[config.mk]
export PLATFORM = sky130hd
export DESIGN_NAME = timer_count_enable_gen
export DESIGN_NICKNAME = d
export VERILOG_FILES = /design/src/rtl/timer_pkg.sv /design/src/rtl/timer_ext_edge_sync.sv /design/src/rtl/timer_count_enable_gen.sv
export SDC_FILE = /design/constraint.sdc
export NUM_CORES = 1
export LEC_CHECK = 0
export ABC_CLOCK_PERIOD_IN_PS = 2100
export BUFFER_PORTS_ARGS = -buffer_cell sky130_fd_sc_hd__buf_2
export CAP_MARGIN = 20
export CORE_MARGIN = 2
export CORE_UTILIZATION = 35
export DETAILED_ROUTE_END_ITERATION = 7
export PLACE_DENSITY_LB_ADDON = 0.12
export SLEW_MARGIN = 20
export SYNTH_ARGS = -nofsm -noshare
export SYNTH_HDL_FRONTEND = slang
export SYNTH_SLANG_ARGS = --single-unit
[constraint.sdc]
create_clock -name clk -period 2.1 [get_ports clk]
set_input_delay 0 -clock clk [delete_from_list [all_inputs] [get_ports clk]]
set_output_delay 0 -clock clk [all_outputs]
set_load 0.05 [all_outputs]
[src/rtl/timer_pkg.sv]
// Shared encodings for the timer count-enable generator: source selects,
// external edge modes and the prescaler tap positions.
package timer_pkg;

    localparam logic [2:0] CKS_STOP  = 3'd0;
    localparam logic [2:0] CKS_P2    = 3'd1;
    localparam logic [2:0] CKS_P8    = 3'd2;
    localparam logic [2:0] CKS_P32   = 3'd3;
    localparam logic [2:0] CKS_P64   = 3'd4;
    localparam logic [2:0] CKS_P1024 = 3'd5;
    localparam logic [2:0] CKS_P8192 = 3'd6;
    localparam logic [2:0] CKS_EXT   = 3'd7;

    localparam logic [1:0] EDGE_RISE = 2'd0;
    localparam logic [1:0] EDGE_FALL = 2'd1;
    localparam logic [1:0] EDGE_BOTH = 2'd2;
    localparam logic [1:0] EDGE_CASC = 2'd3;

    localparam int NUM_TAPS = 6;

    // Element t is log2 of the divider for tap t; tap 0 is P/2, tap 5 is P/8192.
    localparam logic [NUM_TAPS-1:0][3:0] TAP_K =
        {4'd13, 4'd10, 4'd6, 4'd5, 4'd3, 4'd1};

endpackage

[src/rtl/timer_ext_edge_sync.sv]
// Synchronises one asynchronous timer pin into clk and reports single-cycle
// rising and falling events from the synchronised level.
module timer_ext_edge_sync #(
    parameter int SYNC_STAGES = 2
) (
    input  logic clk,
    input  logic rst,
    input  logic pin_i,
    output logic rise_o,
    output logic fall_o
);

    logic [SYNC_STAGES-1:0] r_sync;
    logic                   r_hist;
    logic                   w_s;

    assign w_s = r_sync[SYNC_STAGES-1];

    // Runs regardless of channel selection so a later switch to external sees no stale edge.
    always_ff @(posedge clk) begin
        if (rst) begin
            r_sync <= '0;
            r_hist <= 1'b0;
        end else begin
            r_sync <= {r_sync[SYNC_STAGES-2:0], pin_i};
            r_hist <= w_s;
        end
    end

    assign rise_o = w_s & ~r_hist;
    assign fall_o = ~w_s & r_hist;

endmodule

[src/rtl/timer_count_enable_gen.sv]
// Timer clock-select stage: free-running prescaler taps, external pin edges or
// cascade overflow are muxed per channel into a registered count-enable pulse.
module timer_count_enable_gen
    import timer_pkg::*;
#(
    parameter int NUM_CH      = 2,
    parameter int SYNC_STAGES = 2,
    parameter int PRESC_W     = 13
) (
    input  logic                  clk,
    input  logic                  rst,
    input  logic [NUM_CH*3-1:0]   cks_i,
    input  logic [NUM_CH*2-1:0]   edge_sel_i,
    input  logic [NUM_CH-1:0]     tmci_i,
    input  logic [NUM_CH-1:0]     cascade_ovf_i,
    output logic [NUM_CH-1:0]     count_en_o,
    output logic [NUM_TAPS-1:0]   presc_tick_o
);

    logic [PRESC_W-1:0]  r_presc;
    logic [NUM_TAPS-1:0] w_tick;
    logic [NUM_CH-1:0]   w_casc;

    always_ff @(posedge clk) begin
        if (rst) r_presc <= '0;
        else     r_presc <= r_presc + 1'b1;
    end

    for (genvar t = 0; t < NUM_TAPS; t++) begin : g_tap
        localparam int K = int'(TAP_K[t]);
        assign w_tick[t] = &r_presc[K-1:0];
    end

    assign presc_tick_o = w_tick;

    // Channel 0 has no predecessor, so its cascade input is masked off.
    localparam logic [NUM_CH-1:0] CASC_MASK = ~NUM_CH'(1);
    assign w_casc = cascade_ovf_i & CASC_MASK;

    for (genvar ch = 0; ch < NUM_CH; ch++) begin : g_ch
        logic [2:0] w_cks;
        logic [1:0] w_edge;
        logic       w_rise;
        logic       w_fall;
        logic       w_sel;
        logic       r_en;

        assign w_cks  = cks_i[3*ch +: 3];
        assign w_edge = edge_sel_i[2*ch +: 2];

        timer_ext_edge_sync #(
            .SYNC_STAGES(SYNC_STAGES)
        ) u_sync (
            .clk   (clk),
            .rst   (rst),
            .pin_i (tmci_i[ch]),
            .rise_o(w_rise),
            .fall_o(w_fall)
        );

        always_comb begin
            w_sel = 1'b0;
            case (w_cks)
                CKS_STOP:  w_sel = 1'b0;
                CKS_P2:    w_sel = w_tick[0];
                CKS_P8:    w_sel = w_tick[1];
                CKS_P32:   w_sel = w_tick[2];
                CKS_P64:   w_sel = w_tick[3];
                CKS_P1024: w_sel = w_tick[4];
                CKS_P8192: w_sel = w_tick[5];
                CKS_EXT: begin
                    case (w_edge)
                        EDGE_RISE: w_sel = w_rise;
                        EDGE_FALL: w_sel = w_fall;
                        EDGE_BOTH: w_sel = w_rise | w_fall;
                        EDGE_CASC: w_sel = w_casc[ch];
                        default:   w_sel = 1'b0;
                    endcase
                end
                default:   w_sel = 1'b0;
            endcase
        end

        always_ff @(posedge clk) begin
            if (rst) r_en <= 1'b0;
            else     r_en <= w_sel;
        end

        assign count_en_o[ch] = r_en;
    end

endmodule

Yosys cells after proc, flatten, opt, wreduce, memory -nomap -nowiden:

Cells that the tools add are included.

* RAM bits: 0
* memory bits (read-only): 0
* bits in registers: 21
* latch bits: 0
* output and inout port bits: 8
* memories: 0

* magnitude comparators: 0
* bitwise gates (word level): 10
* shifts and indexed selects: 0
* divide/modulo/power cells: 0
* multipliers: 0
* reductions and logical operators: 9
* eq/ne operators: 20
* $add $sub $neg: 1
* muxes and demuxes: 4

Operators by type and width (number)
* $eq A3 B3 Y1 const B: 8
* $pmux W1 S8: 2
* $add A13 B1 Y13 const B: 1
* $reduce_and A13 Y1: 1
* $eq A3 B2 Y1 const B: 4
* $reduce_and A10 Y1: 1
* $eq A2 B2 Y1 const B: 4
* $pmux W1 S4: 2
* $eq A3 B1 Y1 const B: 2
* $logic_not A3 Y1: 2
* $reduce_and A6 Y1: 1
* $reduce_and A5 Y1: 1
* $and A1 B1 Y1: 4
* $eq A2 B1 Y1 const B: 2
* $logic_not A2 Y1: 2
* $not A1 Y1: 4
* $reduce_and A3 Y1: 1
* $or A1 B1 Y1: 2

Longest topological paths before layout:

Gate-level depths: netlist of run 1.

* depth after elaboration: 5
* gate-level depth with buffers: 6
* depth with buffers taken out: 6

Cells and area by module:

Synthesis of run 1 repeated with hierarchy kept, for this count alone.

* cells, all modules: 105
* area, all modules: 1006.0 µm²

Modules (own cells, without submodules)
* timer_count_enable_gen: area each 823.3 µm², instances 1, cells each 89
* timer_ext_edge_sync: area each 91.3 µm², instances 2, cells each 8

Worst setup path before layout of run 1:

Ideal clock, no wire load.

* path kind: reg-to-output
* from: register r_presc[0]
* to: output presc_tick_o[5]
* data required time: 2.100 ns
* slack: -0.144 ns
* buffers on the path: 0
* stages on the path, launching flop included: 4
* arrival: 2.244 ns
* cells stage by stage: dfxtp_1 ha_1 nand2_2 nor4_1

* word-level cells in the longest chain between the ends: 1

Ends and longest elaborated chain
* start: declaration: RTL line timer_count_enable_gen.sv:20 `logic [PRESC_W-1:0] r_presc;`
* start signal: assignment: RTL line timer_count_enable_gen.sv:26 `else r_presc <= r_presc + 1'b1;`
* $reduce_and A13 Y1: RTL line timer_count_enable_gen.sv:31 `assign w_tick[t] = &r_presc[K-1:0];`
* end: declaration: RTL line timer_count_enable_gen.sv:17 `output logic [NUM_TAPS-1:0] presc_tick_o`

No other way between the ends.

Worst setup path after layout of run 1:

* from: register r_presc[0]
* to: register g_ch[0].r_en

* word-level cells in the longest chain between the ends: 2
* elaborated cells between the ends (all ways): 6

Ends and longest elaborated chain
* $reduce_and A13 Y1 (tied with other cells): RTL line timer_count_enable_gen.sv:31
* $pmux W1 S8 (*): RTL line timer_count_enable_gen.sv:63 `case (w_cks)`
* end signal: assignment: RTL line timer_count_enable_gen.sv:86 `else r_en <= w_sel;`
* end: declaration: RTL line timer_count_enable_gen.sv:46 `logic r_en;`

Every way passes the cells marked *; elsewhere a longest branch is shown, timed or not.
A chain may end at the register's enable or synchronous reset.

==> results of run 1 <==
[timing repair]
action | 4_1_cts | 5_1_grt
hold buffers | 2 | 0
hold endpoints to repair | 2 | 0
setup buffers | 0 | 0
resized for setup | 0 | 0
[logic make-up (layout without fill, tap and decap cells)]
group,after synthesis,in the layout,share of synthesized area
AO/OA/AOI/OAI,14,14,0.0906
XOR/XNOR,8,8,0.0659
adder cells (fa/ha/maj),7,7,0.0823
buffers and inverters,11,34,0.0494
flip-flops,21,21,0.395
multiplexers,3,3,0.0306
AND/OR/NAND/NOR,51,51,0.286
[metal layers]
layer	part of all wire	GRT usage	vias up
met3	0.031	0.0218	2
li1	-	-	442
met4	0.0097	0.0682	0
met2	0.46	0.219	13
met5	0	0	-
met1	0.50	0.159	381
[cell type report]
class	instances	area share
multi-input combinational	83	0.482
sequential	21	0.340
timing repair buffer	24	0.105
tap	33	0.0334
clock buffer	4	0.0212
inverter	6	0.0182
[worst paths after layout]
path                                       startpoint                                  end  cells after the start
hold / removal                               cks_i[5]              g_ch[1].r_en$_SDFF_PP0_                      3
hold reg to reg   g_ch[1].u_sync.r_sync[0]$_SDFF_PP0_  g_ch[1].u_sync.r_sync[1]$_SDFF_PP0_                      1
setup reg to reg                r_presc[0]$_SDFF_PP0_              g_ch[0].r_en$_SDFF_PP0_                      6
setup / recovery                r_presc[0]$_SDFF_PP0_              g_ch[0].r_en$_SDFF_PP0_                      6
[power by group through the flow]
stage	logic [mW]	registers, mW	clock network (mW)
6_report	0.0730	0.416	0.190
5_1_grt	0.0824	0.419	0.224
3_3_place_gp	0.0695	0.425	0
3_5_place_dp	0.0708	0.426	0
4_1_cts	0.0740	0.417	0.205
2_1_floorplan	0.0477	0.424	0
[layout by cell type (no fill, tap or decap), types with 5 or more instances in the layout]
cell	n
buf_2	22
dfxtp_1	21
nor2_1	15
nor2b_1	9
ha_1	7
inv_1	6
nand2_1	6
xnor2_1	5
[through the flow]
| stage | instance area (µm²) | worst slack [ns] | util | power (mW) | std cells |
|---|---|---|---|---|---|
| global route | 1240 | 0.167 | 0.416 | 0.726 | 171 |
| CTS | 1240 | 0.284 | 0.416 | 0.696 | 171 |
| finish | 1240 | 0.293 | 0.416 | 0.679 | 171 |
| global placement | 1190 | 0.341 | 0.400 | 0.495 | 165 |
| floorplan | 1070 | 0.159 | - | 0.472 | 115 |
| detailed placement | 1190 | 0.309 | 0.400 | 0.497 | 165 |
[sequential cells by signal, indices dropped and copies added (netlist names)]
name / cells
g_ch.u_sync.r_sync: 4
r_presc: 13
g_ch.r_en: 2
g_ch.u_sync.r_hist: 2
[cells in the mapped netlist]
cell	count	area share
nand3_1	2	0.0094
xor2_1	3	0.025
nor3_1	2	0.0094
o31ai_1	1	0.0071
nor2_1	15	0.053
nor3b_1	2	0.014
o21ai_0	2	0.0094
nand2_2	1	0.0059
clkbuf_1	2	0.0071
mux2i_1	1	0.0094
and2_1	1	0.0059
xnor2_1	5	0.041
a221oi_1	2	0.016
o41a_1	1	0.011
and3_1	1	0.0059
and3_4	1	0.011
nand4_1	3	0.018
a311oi_1	2	0.016
buf_4	3	0.021
nor3_4	1	0.015
nor4_1	2	0.012
nand4_4	1	0.020
nand3_2	2	0.019
nor2b_1	9	0.053
o21ai_1	2	0.0094
or4_1	1	0.0071
nand2_1	6	0.021
mux2_2	2	0.021
a21oi_1	3	0.014
dfxtp_1	21	0.40
ha_1	7	0.082
and3_2	1	0.0071
inv_1	6	0.021
o21a_1	1	0.0071
[critical path: cells and delay by family (launching register included)]
| kind | cells | cell delay (ns) |
|---|---|---|
| mux | 1 | 0.26 |
| fa+ha+maj | 2 | 0.45 |
| simple gates | 1 | 0.22 |
| compound gates | 2 | 0.38 |
| flops | 1 | 0.38 |
==> summary.md, run 1 <==
| Metric | Value |
|---|---|
| Outcome | completed |
| H-tree depth | 1 |
| IO buf count | 22 |
| Drt drc | 0 |
| Die ar. | 0.00350 mm² |
| Reg clk slew, reported paths | 0.11 ns |
| Most used cell, CP | ha_1 |
| Ys Warns | 0 |
| Initial Util | 0.357 |
| Drt first-iter violations | 14 |
| DR vias | 838 |
| Vias/cell | 4.90 |
| Crit path launch type | register |
| Layout area overhead | 16.4% |
| Skew-Pair Late Insertion Delay | 0.29 ns |
| Hold WS | 0.0331 ns |
| Reg2reg setup slack | 0.29 ns |
| Area occupied by multi-input gates | 597 µm² |
| Slew margin rel. | 0.745 |
| Fin Setup TNS | 0 ns |
| Layout cell share with drive strength beyond 1 | 0.254 |
| Max Cap Violations | 0 |
| Comb power frac | 0.107 |
| Initial antenna violation count | 0 |
| LEAKAGE | 0.513 nW |
| Reg power frac | 0.613 |
| Yosys cell types | 34 |
| Antenna-violating nets left | 0 |
| Worst-margin pin slew | 0.382 ns |
| RSZ-0062 raised after global routing | false |
| Slew Viols, Final | 0 |
| Max FO, Critical Path | 6 |
| First-pass DRT Iterations | 4 |
| CP Class | register to register |
| Vias in the first global route | 846 |
| Crit path cell chain | ha_1 -> and3_2 -> ha_1 -> mux2_2 -> a221oi_1 -> a311oi_1 |
| Io pins | 24 |
| Die height | 59.1 µm |
| # clock sinks | 21 |
| Number of antenna diodes | 0 |
| Sequential Area | 420 µm² |
| NetSw | 0.165 mW |
| TritonCTS clock tree | done |
| Row count | 20 |
| Gr usage total | 0.130 |
| Critical-path top delay cell | dfxtp_1 |
| Number of buffers created by CTS | 3 |
| Tightest Hold Check Type | input pin to register |
| Global-route wire length before repair | 3440 µm |
| Post-Syn Area per Cell | 9.25 µm² |
| Root Buffer | clkbuf_4 |
| Core region area | 0.00298 mm² |
| Post-DP HPWL | 1480 µm |
| Switching Share | 0.243 |
| Post-Syn Instances | 115 |
| Clock tree buffer depth | 2 |
| Fin crit share | 0.860 |
| Arrival time worst endpoint | 1.98 ns |
| Kind of end point of the critical path | register |
| Peak VDD IR | 0.265 mV |
| CP max stage delay | 0.38 ns |
| Layout Skew | 0.00355 ns |
| Hold Fails Final Rpt | 0 |
| Routed WL | 1950 µm |
| Largest net degree at the start of global routing | 22 |
| Per-cell routed wire length | 11.4 µm |
| Post-Syn Area | 0.00106 mm² |
| Fin crit period | 1.81 ns |
| Yosys reg bits | 21 |
| GRT overflow | 0 |
| Clock power frac | 0.280 |
| Final RePlAce weighted congestion | 0.751 |
| P per Cell Area | 549 mW/mm² |
| Post-synthesis sequential area ratio | 0.395 |
| Critical Path RT | 2.27 ns |
| Fill count | 301 |
| NumNets Final | 162 |
| Internal power | 0.515 mW |
| Syn Nets | 138 |
| Die W | 59.1 µm |
| Fmax | 0.554 GHz |
| Final setup violation count | 0 |
Note: power is estimated with default switching activity, not from simulation.
==> run 2: changes to the inputs <==
--- a/config.mk
+++ b/config.mk
@@ -12,6 +12,7 @@
 export CORE_UTILIZATION = 35
 export DETAILED_ROUTE_END_ITERATION = 7
 export PLACE_DENSITY_LB_ADDON = 0.12
+export SETUP_SLACK_MARGIN = 0.3
 export SLEW_MARGIN = 20
 export SYNTH_ARGS = -nofsm -noshare
 export SYNTH_HDL_FRONTEND = slang
==> summary.md, run 2 (synthesis results as in run 1) <==
| Metric | Value |
|---|---|
| Outcome | completed |
| Slew Viols, Final | 0 (unchanged) |
| IO buf count | 22 (unchanged) |
| Root Buffer | clkbuf_4 |
| Layout Skew | 0.00499 ns (+0.00144 ns) |
| H-tree depth | 1 (unchanged) |
| TritonCTS clock tree | done |
| RSZ-0062 raised after global routing | true |
| Layout area overhead | 18.1% |
| Register with the most flip-flops | r_presc |
| Global-route wire length before repair | 3360 µm (-2.4%) |
| P per Cell Area | 545 mW/mm² (-0.73%) |
| Fin Setup TNS | 0 ns (unchanged) |
| Initial antenna violation count | 0 (unchanged) |
| Arrival time worst endpoint | 1.92 ns (-0.06 ns) |
| Crit path launch type | register |
| Die height | 59.1 µm (unchanged) |
| Die W | 59.1 µm (unchanged) |
| Routed WL | 1990 µm (+2.0%) |
| Fill count | 301 (unchanged) |
| NumNets Final | 162 (unchanged) |
| Cell Count, Final, Fillers Out | 171 (unchanged) |
| Die ar. | 0.00350 mm² (unchanged) |
| Fin crit period | 1.74 ns (-0.0645 ns) |
| Biggest regs | r_presc: 13 flops, g_ch.u_sync.r_sync: 4 flops |
| LEAKAGE | 0.517 nW (+0.68%) |
| Vias in the first global route | 792 (-6.4%) |
| DR vias | 839 (+0.12%) |
| Final RePlAce weighted congestion | 0.706 (-5.9%) |
| Row count | 20 (unchanged) |
| Number of antenna diodes | 0 (unchanged) |
| DP Cell Count | 165 (unchanged) |
| Kind of end point of the critical path | register |
| Antenna-violating nets left | 0 (unchanged) |
| Most common cell after layout, fill and taps aside | buf_2 |
| GRT overflow | 0 (unchanged) |
| # Post-CTS Setup Buffers | 0 (unchanged) |
| Critical Path RT | 2.28 ns (about the same) |
| Fin crit share | 0.830 (-0.0307) |
| Fmax | 0.574 GHz (+3.7%) |
| Drt drc | 0 (unchanged) |
| Per-cell routed wire length | 11.6 µm (+2.0%) |
| Max Cap Violations | 0 (unchanged) |
| CP Class | register to register |
| Worst-margin pin slew | 0.391 ns (+0.00877 ns) |
| Peak VDD IR | 0.373 mV (+41%) |
| Hold Fails Final Rpt | 0 (unchanged) |
| Io pins | 24 (unchanged) |
| Vias/cell | 4.91 (+0.12%) |
| Number of buffers created by CTS | 3 (unchanged) |
| Slew margin rel. | 0.739 (-0.00585) |
| Drt first-iter violations | 14 (unchanged) |
| Max FFs per register | 13 (unchanged) |
| Tightest Hold Check Type | input pin to register |
| Layout cell share with drive strength beyond 1 | 0.290 (+0.0362) |
| Skew-Pair Late Insertion Delay | 0.30 ns (about the same) |
| First-pass DRT Iterations | 4 (unchanged) |
| Gr usage total | 0.128 (-0.00199) |
| Reg clk slew, reported paths | 0.11 ns (about the same) |
| Post-DP HPWL | 1500 µm (+0.82%) |
| Most frequent cells in the layout | 22 x buf_2, 20 x dfxtp_1, 14 x nor2_1, 9 x nor2b_1 |
| Final setup violation count | 0 (unchanged) |
| Clock tree buffer depth | 2 (unchanged) |
| # clock sinks | 21 (unchanged) |
| Max FO, Critical Path | 6 (unchanged) |
| Core region area | 0.00298 mm² (unchanged) |
| Largest net degree at the start of global routing | 22 (unchanged) |
| Initial Util | 0.357 (unchanged) |
[run 2: cell types whose count changed in the layout (fill, tap and decap cells not counted)]
cell / change
ha_2: +1
nor2_2: +1
dfxtp_2: +1
a221oi_2: +2
nor2_1: -1
dfxtp_1: -1
ha_1: -1
a221oi_1: -2
[run 2: what timing repair did]
item / in CTS / in global routing
hold buffers: 2 / 0
endpoints found under the hold margin: 2 / 0
endpoints found under the setup margin: 0 / 4
resized for setup: 0 / 3
[run 2: layout make-up]
class / instances / area, µm² / area share
Tap cell: 33 / 41.3 / 0.0329
Clock buffer: 4 / 26.3 / 0.0209
Timing Repair Buffer: 24 / 130 / 0.104
Sequential cell: 21 / 422 / 0.336
Inverter: 6 / 22.5 / 0.0179
Multi-Input combinational cell: 83 / 614 / 0.489
[run 2: per-stage QoR]
stage / area [µm²] / setup slack, ns / hold slack, ns / utilization / power [mW]
floorplan: 1070 / 0.304 / 0.0716 / - / 0.472
global placement: 1200 / 0.360 / 0.206 / 0.402 / 0.495
detailed placement: 1200 / 0.332 / 0.218 / 0.402 / 0.496
CTS: 1240 / 0.310 / 0.00758 / 0.417 / 0.697
global route: 1260 / 0.278 / 0.0257 / 0.422 / 0.723
finish: 1260 / 0.358 / 0.0269 / 0.422 / 0.685
[run 2: critical path, stage by stage, from the launching register on]
cell and delay, ns:
dfxtp_2 0.37, ha_1 0.24, and3_2 0.22, ha_2 0.18, mux2_2 0.27, a221oi_2 0.27, a311oi_1 0.07
[run 2: final timing paths]
kind                            slack (ns)                                 from  cells past startpoint                                  end
worst max-delay path                  0.36                r_presc[0]$_SDFF_PP0_                      6              g_ch[0].r_en$_SDFF_PP0_
worst min register to register        0.45  g_ch[1].u_sync.r_sync[0]$_SDFF_PP0_                      1  g_ch[1].u_sync.r_sync[1]$_SDFF_PP0_
worst max register to register        0.36                r_presc[0]$_SDFF_PP0_                      6              g_ch[0].r_en$_SDFF_PP0_
worst min-delay path                  0.03                             cks_i[1]                      3              g_ch[0].r_en$_SDFF_PP0_
[run 2: power breakdown]
group / total (mW) / switching (mW) / internal [mW]
Combinational: 0.0752 / 0.0433 / 0.0319
Sequential: 0.417 / 0.00728 / 0.410
Clock: 0.192 / 0.118 / 0.0740
[run 2: routing by layer]
layer | part of all wire | wire length, µm | GRT usage
met5 | 0 | 0 | 0
met4 | 0.0095 | 19 | 0.0584
met2 | 0.44 | 875 | 0.208
met3 | 0.042 | 83 | 0.0262
met1 | 0.51 | 1010 | 0.164
==> run 3: changes to the inputs <==
--- a/config.mk
+++ b/config.mk
@@ -5,7 +5,7 @@
 export SDC_FILE = /design/constraint.sdc
 export NUM_CORES = 1
 export LEC_CHECK = 0
-export ABC_CLOCK_PERIOD_IN_PS = 2100
+export ABC_CLOCK_PERIOD_IN_PS = 1740
 export BUFFER_PORTS_ARGS = -buffer_cell sky130_fd_sc_hd__buf_2
 export CAP_MARGIN = 20
 export CORE_MARGIN = 2
==> constraint.sdc (replaced) <==
create_clock -name clk -period 1.74 [get_ports clk]
set_input_delay 0 -clock clk [delete_from_list [all_inputs] [get_ports clk]]
set_output_delay 0 -clock clk [all_outputs]
set_load 0.05 [all_outputs]
==> summary.md, run 3 (synthesis results as in run 1) <==
| Metric | Value |
|---|---|
| Routed WL | 2240 µm (+13%) |
| Fin Setup TNS | 0 ns (unchanged) |
| WHS Endpoint | g_ch[0].r_en$_SDFF_PP0_ |
| Most common cell after layout, fill and taps aside | buf_2 |
| First-pass DRT Iterations | 4 (unchanged) |
| GRT overflow | 0 (unchanged) |
| Number of buffers created by CTS | 3 (unchanged) |
| Worst R2R Path Depth | 6 (unchanged) |
| Vias/cell | 5.05 (+2.8%) |
| P per Cell Area | 607 mW/mm² (+11%) |
| Crit path launch type | register |
| Worst-margin pin slew | 0.375 ns (-0.0156 ns) |
| LEAKAGE | 0.558 nW (+7.9%) |
| Core region area | 0.00298 mm² (unchanged) |
| Drt first-iter violations | 19 (+5) |
| Max FO, Critical Path | 3 (-3) |
| Largest net degree at the start of global routing | 22 (unchanged) |
| Die ar. | 0.00350 mm² (unchanged) |
| Per-cell routed wire length | 12.9 µm (+11%) |
| Max Cap Violations | 0 (unchanged) |
| Initial antenna violation count | 0 (unchanged) |
| Hold path startpoint | cks_i[1] |
| Fin crit period | 1.55 ns (-0.188 ns) |
| Drt drc | 0 (unchanged) |
| Fin crit share | 0.893 (+0.0638) |
| Most frequent cells in the layout | 19 x buf_2, 14 x nor2_1, 11 x dfxtp_1, 9 x nor2b_1 |
| NumNets Final | 165 (+1.9%) |
| CP Class | register to register |
| Clock tree buffer depth | 2 (unchanged) |
| Number of antenna diodes | 0 (unchanged) |
| Register with the most flip-flops | r_presc |
| Layout cell share with drive strength beyond 1 | 0.397 (+0.107) |
| Worst r2r dst | g_ch[0].r_en$_SDFF_PP0_ |
| TritonCTS clock tree | done |
| R2r startpoint | r_presc[0]$_SDFF_PP0_ |
| Slew Viols, Final | 0 (unchanged) |
| Most used cell, CP | ha_4 |
| Tightest Hold Check Type | input pin to register |
| CP max stage delay | 0.38 ns (about the same) |
| Kind of end point of the critical path | register |
| Final RePlAce weighted congestion | 0.738 (+4.5%) |
| DP Area | 0.00126 mm² (+5.6%) |
| Die W | 59.1 µm (unchanged) |
| Fmax | 0.643 GHz (+12%) |
| DR vias | 878 (+4.6%) |
| RSZ-0062 raised after global routing | true |
| Reg clk slew, reported paths | 0.12 ns (about the same) |
| Critical-path top delay cell | dfxtp_4 |
| Gr usage total | 0.138 (+0.00979) |
| Total power | 0.840 mW (+23%) |
| Hold depth | 3 (unchanged) |
| Row count | 20 (unchanged) |
| Crit path cell chain | ha_4 -> and3_4 -> ha_4 -> mux2_4 -> a221oi_2 -> a311oi_1 |
| Global-route wire length before repair | 3630 µm (+8.0%) |
| Post-DP HPWL | 1600 µm (+6.8%) |
| # clock sinks | 21 (unchanged) |
| Final core occ | 0.465 (+0.0429) |
| Final instance area | 0.00138 mm² (+10%) |
| Final setup violation count | 0 (unchanged) |
| H-tree depth | 1 (unchanged) |
| Peak VDD IR | 0.248 mV (-33%) |
| Max FFs per register | 13 (unchanged) |
| Layout Skew | 0.0105 ns (+0.00554 ns) |
| Reg2reg setup slack | 0.19 ns (-0.17 ns) |
| Biggest regs | r_presc: 13 flops, g_ch.u_sync.r_sync: 4 flops |
| Io pins | 24 (unchanged) |
| Hold Fails Final Rpt | 0 (unchanged) |
| Layout area overhead | 30.1% |
| Die height | 59.1 µm (unchanged) |
| IO buf count | 22 (unchanged) |
| Outcome | completed |
| Arrival time worst endpoint | 1.74 ns (-0.18 ns) |
| Skew-Pair Late Insertion Delay | 0.30 ns (about the same) |
| Critical Path RT | 1.93 ns (-0.35 ns) |
| Antenna-violating nets left | 0 (unchanged) |
| Vias in the first global route | 800 (+1.0%) |
| Root Buffer | clkbuf_4 |
| Slew margin rel. | 0.750 (+0.0104) |
| Initial Util | 0.357 (unchanged) |
[run 3: changes by cell type in the layout (fill, tap and decap cells not counted), sizes merged]
| cell | previous run | this run |
|---|---|---|
| buf | 22 | 25 |
[run 3: through the flow]
step           hold slack, ns  setup slack, ns  cells
3_5_place_dp            0.222            0.169    165
5_1_grt               0.00686            0.150    174
6_report               0.0262            0.186    174
4_1_cts                0.0139            0.179    173
2_1_floorplan          0.0642            0.158    115
3_3_place_gp            0.208            0.197    165
[run 3: how the worst max path moves through the flow]
stage / from / endpoint / slack [ns]
2_1_floorplan: r_presc[0]$_SDFF_PP0_ / g_ch[0].r_en$_SDFF_PP0_ / 0.16
3_3_place_gp: r_presc[0]$_SDFF_PP0_ / g_ch[0].r_en$_SDFF_PP0_ / 0.20
3_5_place_dp: r_presc[0]$_SDFF_PP0_ / g_ch[0].r_en$_SDFF_PP0_ / 0.17
4_1_cts: r_presc[0]$_SDFF_PP0_ / g_ch[0].r_en$_SDFF_PP0_ / 0.18
5_1_grt: r_presc[0]$_SDFF_PP0_ / g_ch[0].r_en$_SDFF_PP0_ / 0.15
6_report: r_presc[0]$_SDFF_PP0_ / g_ch[0].r_en$_SDFF_PP0_ / 0.19
[run 3: cell type report]
type | count | area, µm²
sequential | 21 | 443
fill | 299 | 1590
timing repair buffer | 27 | 171
multi-input combinational | 83 | 679
tap | 33 | 41.3
clock buffer | 4 | 26.3
inverter | 6 | 22.5
[run 3: where the power goes]
group          internal, mW  total, mW  switching, mW
logic                0.0459      0.104         0.0578
registers             0.491      0.501         0.0102
clock network        0.0892      0.235          0.146
[run 3: metal layers]
metal,vias up,GRT usage,share of wire
li1,449,-,-
met1,416,0.179,0.46
met2,11,0.224,0.50
met3,2,0.0262,0.032
met4,0,0.0584,0.0085
met5,-,0,0
[run 3: worst max-delay path, delay by kind of cell, from the launching register on]
family	cells	cell delay [ns]
mux	1	0.26
compound gates	2	0.34
flops	1	0.38
simple gates	1	0.15
fa+ha+maj	2	0.31
[run 3: what timing repair did]
action,CTS,global route
endpoints found under the hold margin,2,0
endpoints found under the setup margin,6,8
resized for setup,5,16
buffers inserted,2,1
pin swaps,1,7
hold buffers,2,0
